--- src/rtl/scope_pkg.sv ---
// Shared types for the scope trace path: dump sequencer states and sample depth.
package scope_pkg;

  localparam int SMPL_DEPTH = 512;

  typedef enum logic [2:0] {
    IDLE,
    HDR_HI,
    HDR_LO,
    RD,
    LAT,
    SEND,
    DONE
  } dump_state_t;

endpackage

--- src/rtl/ram_port_arb.sv ---
// Combinational mux for the single sample-RAM port; the capture engine always wins.
module ram_port_arb #(
  parameter int AW = 9
) (
  input  logic          cap_en,
  input  logic          cap_we,
  input  logic [AW-1:0] cap_addr,
  input  logic          rd_req,
  input  logic [AW-1:0] rd_addr,
  output logic          ram_en,
  output logic          ram_we,
  output logic [AW-1:0] ram_addr
);

  always_comb begin
    ram_en   = 1'b0;
    ram_we   = 1'b0;
    ram_addr = '0;
    if (cap_en) begin
      ram_en   = 1'b1;
      ram_we   = cap_we;
      ram_addr = cap_addr;
    end else if (rd_req) begin
      ram_en   = 1'b1;
      ram_addr = rd_addr;
    end
  end

endmodule

--- src/rtl/trace_dump_ctrl.sv ---
// Streams a captured circular trace oldest-to-newest from the sample RAM to the UART link.
// Define TRACE_DUMP_HDR_EN to prefix each dump with a 2-byte trace_end header.
module trace_dump_ctrl
  import scope_pkg::*;
#(
  parameter int AW    = 9,
  parameter int DEPTH = SMPL_DEPTH
) (
  input  logic          clk,
  input  logic          rst,
  input  logic          dump_req,
  input  logic          dump_abort,
  input  logic          cap_done,
  input  logic [AW-1:0] trace_end,
  input  logic          cap_en,
  input  logic          cap_we,
  input  logic [AW-1:0] cap_addr,
  output logic          ram_en,
  output logic          ram_we,
  output logic [AW-1:0] ram_addr,
  input  logic [7:0]    ram_rdata,
  output logic [7:0]    tx_data,
  output logic          tx_vld,
  input  logic          tx_rdy,
  output logic          busy,
  output logic          dump_done,
  output logic          clr_cap_done
);

  localparam logic [AW:0] LAST_CNT = (AW+1)'(DEPTH - 1);

  dump_state_t   state_reg, state_next;
  logic [AW-1:0] rd_addr_reg, rd_addr_next;
  logic [AW:0]   byte_cnt_reg, byte_cnt_next;
  logic [7:0]    tx_data_reg, tx_data_next;
  logic          tx_vld_reg, tx_vld_next;

`ifdef TRACE_DUMP_HDR_EN
  // rd_addr holds trace_end+1 untouched until the first sample, so the latched
  // trace_end is recovered from it rather than stored twice.
  logic [AW-1:0] hdr_end;
  assign hdr_end = rd_addr_reg - AW'(1);
`endif

  always_ff @(posedge clk) begin
    if (rst) begin
      state_reg    <= IDLE;
      rd_addr_reg  <= '0;
      byte_cnt_reg <= '0;
      tx_data_reg  <= '0;
      tx_vld_reg   <= 1'b0;
    end else begin
      state_reg    <= state_next;
      rd_addr_reg  <= rd_addr_next;
      byte_cnt_reg <= byte_cnt_next;
      tx_data_reg  <= tx_data_next;
      tx_vld_reg   <= tx_vld_next;
    end
  end

  always_comb begin
    state_next    = state_reg;
    rd_addr_next  = rd_addr_reg;
    byte_cnt_next = byte_cnt_reg;
    tx_data_next  = tx_data_reg;
    tx_vld_next   = tx_vld_reg;
    if (dump_abort) begin
      state_next  = IDLE;
      tx_vld_next = 1'b0;
    end else begin
      case (state_reg)
        IDLE: begin
          if (dump_req && cap_done) begin
            rd_addr_next  = trace_end + AW'(1);
            byte_cnt_next = '0;
`ifdef TRACE_DUMP_HDR_EN
            tx_data_next  = 8'(trace_end >> 8);
            tx_vld_next   = 1'b1;
            state_next    = HDR_HI;
`else
            state_next    = RD;
`endif
          end
        end
`ifdef TRACE_DUMP_HDR_EN
        HDR_HI: begin
          if (tx_rdy) begin
            tx_data_next = hdr_end[7:0];
            state_next   = HDR_LO;
          end
        end
        HDR_LO: begin
          if (tx_rdy) begin
            tx_vld_next = 1'b0;
            state_next  = RD;
          end
        end
`endif
        RD: begin
          // The capture engine owns the port this cycle; retry with rd_addr held.
          if (!cap_en) state_next = LAT;
        end
        LAT: begin
          tx_data_next = ram_rdata;
          tx_vld_next  = 1'b1;
          state_next   = SEND;
        end
        SEND: begin
          if (tx_rdy) begin
            tx_vld_next   = 1'b0;
            byte_cnt_next = byte_cnt_reg + (AW+1)'(1);
            rd_addr_next  = rd_addr_reg + AW'(1);
            state_next    = (byte_cnt_reg == LAST_CNT) ? DONE : RD;
          end
        end
        DONE: begin
          state_next = IDLE;
        end
        default: begin
          state_next  = IDLE;
          tx_vld_next = 1'b0;
        end
      endcase
    end
  end

  ram_port_arb #(
    .AW(AW)
  ) u_arb (
    .cap_en   (cap_en),
    .cap_we   (cap_we),
    .cap_addr (cap_addr),
    .rd_req   (state_reg == RD),
    .rd_addr  (rd_addr_reg),
    .ram_en   (ram_en),
    .ram_we   (ram_we),
    .ram_addr (ram_addr)
  );

  assign tx_data      = tx_data_reg;
  assign tx_vld       = tx_vld_reg;
  assign busy         = (state_reg != IDLE);
  assign dump_done    = (state_reg == DONE);
  assign clr_cap_done = (state_reg == DONE);

endmodule
--- config.mk ---
export PLATFORM = sky130hd
export DESIGN_NAME = trace_dump_ctrl
export DESIGN_NICKNAME = d
export VERILOG_FILES = /design/src/rtl/scope_pkg.sv /design/src/rtl/ram_port_arb.sv /design/src/rtl/trace_dump_ctrl.sv
export SDC_FILE = /design/constraint.sdc
export NUM_CORES = 1
export LEC_CHECK = 0
export ABC_CLOCK_PERIOD_IN_PS = 3350
export CORE_ASPECT_RATIO = 1.4
export CORE_MARGIN = 1
export CORE_UTILIZATION = 51
export CTS_CLUSTER_SIZE = 40
export DETAILED_ROUTE_END_ITERATION = 6
export PLACE_DENSITY = 0.85
export SLEW_MARGIN = 40
export SYNTH_ARGS = -nofsm -noshare
export SYNTH_HDL_FRONTEND = slang
export SYNTH_SLANG_ARGS = --single-unit
--- constraint.sdc ---
create_clock -name clk -period 3.35 [get_ports clk]
set_clock_uncertainty 0.05 [all_clocks]
set_input_delay 1.005 -clock clk [delete_from_list [all_inputs] [get_ports clk]]
set_output_delay 1.005 -clock clk [all_outputs]
set_load 0.03 [all_outputs]
# == After elaboration in Yosys (flattened, before gate mapping) ==
# Index checks and enable logic that the tools add are counted.
# op_classes
n_eq_ne,8
reduce_logical,10
n_bitwise,2
n_addsub,3
mux,18
# ops
operator,count
$mux W9,4
$mux W10,2
$pmux W10 S2,1
$add A9 B1 Y9 const B,2
$pmux W9 S2,1
$mux W3,4
$pmux W3 S4,1
$add A10 B1 Y10 const B,1
$eq A10 B9 Y1 const B,1
$eq A3 B3 Y1 const B,3
$ne A2 B2 Y1 const B,3
$mux W1,4
$reduce_and A2 Y1,2
$reduce_and A4 Y1,1
$eq A3 B2 Y1 const B,1
$logic_not A3 Y1,1
$pmux W1 S3,1
$reduce_and A3 Y1,1
$reduce_bool A3 Y1,1
$reduce_or A3 Y1,1
$not A1 Y1,2
$reduce_bool A2 Y1,1
$reduce_or A2 Y1,1
$logic_and A1 B1 Y1,1
# totals
input_bits,34
register_bits,31
out_inout_bits,23

# == Depth between registers and ports, before layout ==
# logic_depth
ltp_word,4
mapped_depth,12
mapped_depth_nobuf,8

# == By module ==
# Synthesis repeated with hierarchy kept, for this count alone.
# unflattened
cells_unflattened,246
hier_area_um2,1883.1
# modules_own_cells
mod,cells_per_inst,instances,area_per_inst_um2,seq_area_each_um2
trace_dump_ctrl,228,1,1759.2,620.6
ram_port_arb,18,1,123.9,0.0

# == Worst setup path before layout ==
# No wires, ideal clock.
# synth_timing
path_kind,input-to-output
startpoint,input cap_en
endpoint,output ram_addr[0]
path_stages,2
setup_slack_ns,0.556
arrival_ns,1.739
path_cell_list,nor2_1 > a22o_1
# synth_via
elab_chain_len,1
# synth_rtl
element,line_no,text
from (decl),trace_dump_ctrl.sv:15,"input logic cap_en,"
$mux W9,ram_port_arb.sv:19,if (cap_en) begin
to (decl),trace_dump_ctrl.sv:20,"output logic [AW-1:0] ram_addr,"
# Every way passes these cells.

# == Final worst setup path ==
# layout_timing
startpoint,input cap_en
endpoint,output ram_addr[4]
# The elaborated chain is that of the path after synthesis.

==> results by group <==
Die
  – Chip Height: 75.81 um
  – Starting Density: 0.5398
  – I/O pin cnt: 57
  – Die X: 54.72 um
  – Row count: 26
  – Core area: 0.003676 mm^2
  – Die outline area: 0.004148 mm^2

Pwr
  – NetSw: 224.9 uW
  – Int Pwr: 589.7 uW
  – Pwr/cell area: 311.8 mW/mm^2
  – Switching Share: 0.2761
  – Tot Pwr: 814.7 uW
  – Comb power frac: 0.176
  – Power share of the sequential group: 0.471
  – Clk pwr share: 0.353
  – Leakage dissipation: 0.8825 nW
  – Worst vdd ir: 339.5 uV

Synthesis
  – Syn Std Cell Area: 0.001984 mm^2
  – Synth Warn #: 0
  – Register bit total from synthesis: 31
  – Mapped Cells: 249
  – Area contributors post-synth: dfxtp_1 (31%), nand2_1 (6.6%), a21oi_1 (5.0%), o211ai_1 (4.2%), nand3_1 (4.0%)
  – Net Count, Synth: 285
  – Count of unique library cells instantiated by Yosys: 53
  – Cell taking the most area after synthesis: dfxtp_1
  – Synth Area per Inst: 7.969 um^2
  – Register area share after synthesis: 0.3127
  – Post-synth top area share: 0.3127

Worst setup path
  – Endpoint class of the critical path: output pin
  – R2r setup slk: 950 ps
  – RR Endpoint: rd_addr_reg[6]
  – CP required: 2290 ps
  – Crit start category: primary input
  – Critical path launch point: cap_en
  – Crit-path leading delay family: buffers and inverters
  – Worst Setup EP: ram_addr[4]
  – CP max FO: 10
  – Critical Path AT: 2130 ps
  – Reg-to-Reg Start: state_reg[1]
  – CP Depth: 4
  – Crit-path cells: clkdlybuf4s50_1 -> nor2_2 -> a22o_1 -> buf_4
  – Critical path class: primary input to output pin
  – CP Buf/Inv Count: 2
  – R2R depth: 8
  – Max incr delay on CP: 430 ps
  – CP max stage cell: clkdlybuf4s50_1

Global route
  – GR Overflow Total: 0
  – GRT Overall Usage: 0.2839
  – Initial antenna violation count: 0
  – Global-route wire length before repair: 8597 um
  – Largest net degree at the start of global routing: 21
  – Number of global-route vias before repair: 2,048

Finish
  – Seq. cell area: 620.6 um^2
  – Fraction of layout cells with a size suffix above 1: 0.1167
  – Post-Layout Cell Count: 342
  – Synth-to-Final Area Change: 31.65%
  – Multi-input logic area: 0.001261 mm^2
  – Diode count: 0
  – # fillers: 296
  – Final net count: 335
  – Largest register FFs: 10

Placed design
  – Placer Congestion: 0.9382
  – I/O Buffers: 56
  – Final HPWL DP: 3980 um
  – Cell count after placement: 334

STA
  – FMAX: 314.0 MHz
  – Slew HR: 0.4644
  – Slew Viols, Final: 0
  – Setup TNS: 0 ps
  – Worst-Margin Slew: 803.3 ps
  – Period minus WS final: 3185 ps
  – Final setup viols: 0
  – Final period utilization: 0.9507
  – RSZ-0062 raised after global routing: false
  – Final Hold Vio Count: 0

Run status
  – Status: complete, no violations

Clocking
  – Max Buffers Root-to-Sink: 2
  – # hold bufs at CTS: 0
  – TritonCTS Buffers: 5
  – CTS tree: done
  – Clock sinks: 31
  – Clock H-tree levels: 2
  – Worst skew pair latency: 280 ps
  – Clk root buf: clkbuf_8
  – Clock-pin slew on the worst setup and hold paths: 70 ps

Min path
  – Hold WC Path Type: flip-flop to flip-flop

Drt
  – Initial drt markers: 94
  – Avg Vias per Cell: 6.266
  – WL final: 5441 um
  – DR pass1 iterations: 4
  – Final ANT Viol Nets: 0
  – Wirelength per Cell: 15.91 um
  – Residual DRC count: 0
  – Vias: 2,143

Run
  – Max cap viols: 0
## power by group through the flow
stage               sequential (mW)  clock [mW]  combinational [mW]
floorplan                     0.388           0              0.0757
detailed placement            0.391           0               0.142
finish                        0.384       0.287               0.144
CTS                           0.383       0.293               0.143
global placement              0.391           0               0.141
global route                  0.384       0.307               0.155
## synth_stat cells (all sizes together)
cell type  number
a211o           2
a211oi          4
a21oi          21
a22o            9
a22oi           1
a31oi           4
a41oi           1
and2            6
and3            3
and3b           2
and4            1
and4bb          1
buf            10
clkbuf         10
dfxtp          31
ha              2
inv             2
mux2            1
mux2i           3
nand2          35
nand2b          5
nand3          17
nand3b          3
nand4           6
nand4bb         1
nor2           11
nor3            9
nor4            3
nor4b           1
o2111ai         1
o211ai         11
o21a            3
o21ai           5
o221ai          2
o311ai          2
o31a            2
o31ai           6
or2             1
or3             3
or4             5
xnor2           2
xor2            1
## cells in the final DEF, fill, tap and decap left out, drive strengths merged, types with 3 or more instances in the layout
cell,n
clkdlybuf4s50,45
nand2,35
dfxtp,31
a21oi,21
buf,18
nand3,17
o211ai,11
nor2,11
a22o,9
nor3,9
and2,6
nand4,6
o31ai,6
clkbuf,6
nand2b,5
or4,5
o21ai,5
a31oi,4
a211oi,4
nand3b,3
or3,3
and3,3
o21a,3
mux2i,3
nor4,3
## worst min-delay path, cell delays in order (launching register included)
cell and delay [ps]:
dfxtp_1 310, nand2_1 50, a21oi_1 50
## per-stage QoR
stage | hold WS (ps) | utilization | setup WS, ps | instance area (um^2)
floorplan | 396.8 | - | 555.9 | 1984
CTS | 404.7 | 0.7107 | 158.1 | 2613
detailed placement | 396.2 | 0.6869 | -19.29 | 2525
finish | 403.3 | 0.7107 | 165.2 | 2613
global route | 431.3 | 0.7107 | 73.83 | 2613
global placement | 390.8 | 0.6869 | 9.963 | 2525
## layer usage
metal / GRT usage / vias up / part of all wire
li1: - / 1043 / -
met1: 0.2943 / 994 / 0.39
met2: 0.5020 / 94 / 0.52
met3: 0.07385 / 12 / 0.068
met4: 0.1538 / 0 / 0.022
met5: 0 / - / 0
## layout make-up
| cell class | count | area share |
|---|---|---|
| inverter | 2 | 0.002874 |
| clock inverter | 2 | 0.004789 |
| multi-input combinational | 196 | 0.4828 |
| sequential | 31 | 0.2375 |
| timing repair buffer | 63 | 0.2241 |
| clock buffer | 6 | 0.02778 |
| tap | 42 | 0.02011 |
## worst min path at each step
| stage | start | to | slack (ps) | depth (start not counted) |
|---|---|---|---|---|
| after floorplan | byte_cnt_reg[9] | byte_cnt_reg[9] | 400 | 2 |
| after global placement | tx_data[1] | tx_data[1] | 390 | 2 |
| after detailed placement | tx_data[4] | tx_data[4] | 400 | 2 |
| after CTS | tx_data[4] | tx_data[4] | 400 | 2 |
| after global routing | tx_data[5] | tx_data[5] | 430 | 2 |
| final | tx_data[0] | tx_data[0] | 400 | 2 |
## kinds of logic (layout without fill, tap and decap cells)
family                   Yosys count  after routing  synth area share
AO/OA/AOI/OAI                     74             74            0.2737
XOR/XNOR                           3              3           0.01324
adder cells (fa/ha/maj)            2              2           0.01261
buffers and inverters             22             73           0.05296
flip-flops                        31             31            0.3127
multiplexers                       4              4           0.02081
AND/OR/NAND/NOR                  113            113            0.3140
## repair_timing
action                                  4_1_cts  5_1_grt
gates resized for setup                       1        0
endpoints found under the setup margin        9        0
setup buffers                                 0        0
Note: power is estimated with default switching activity, not from simulation.
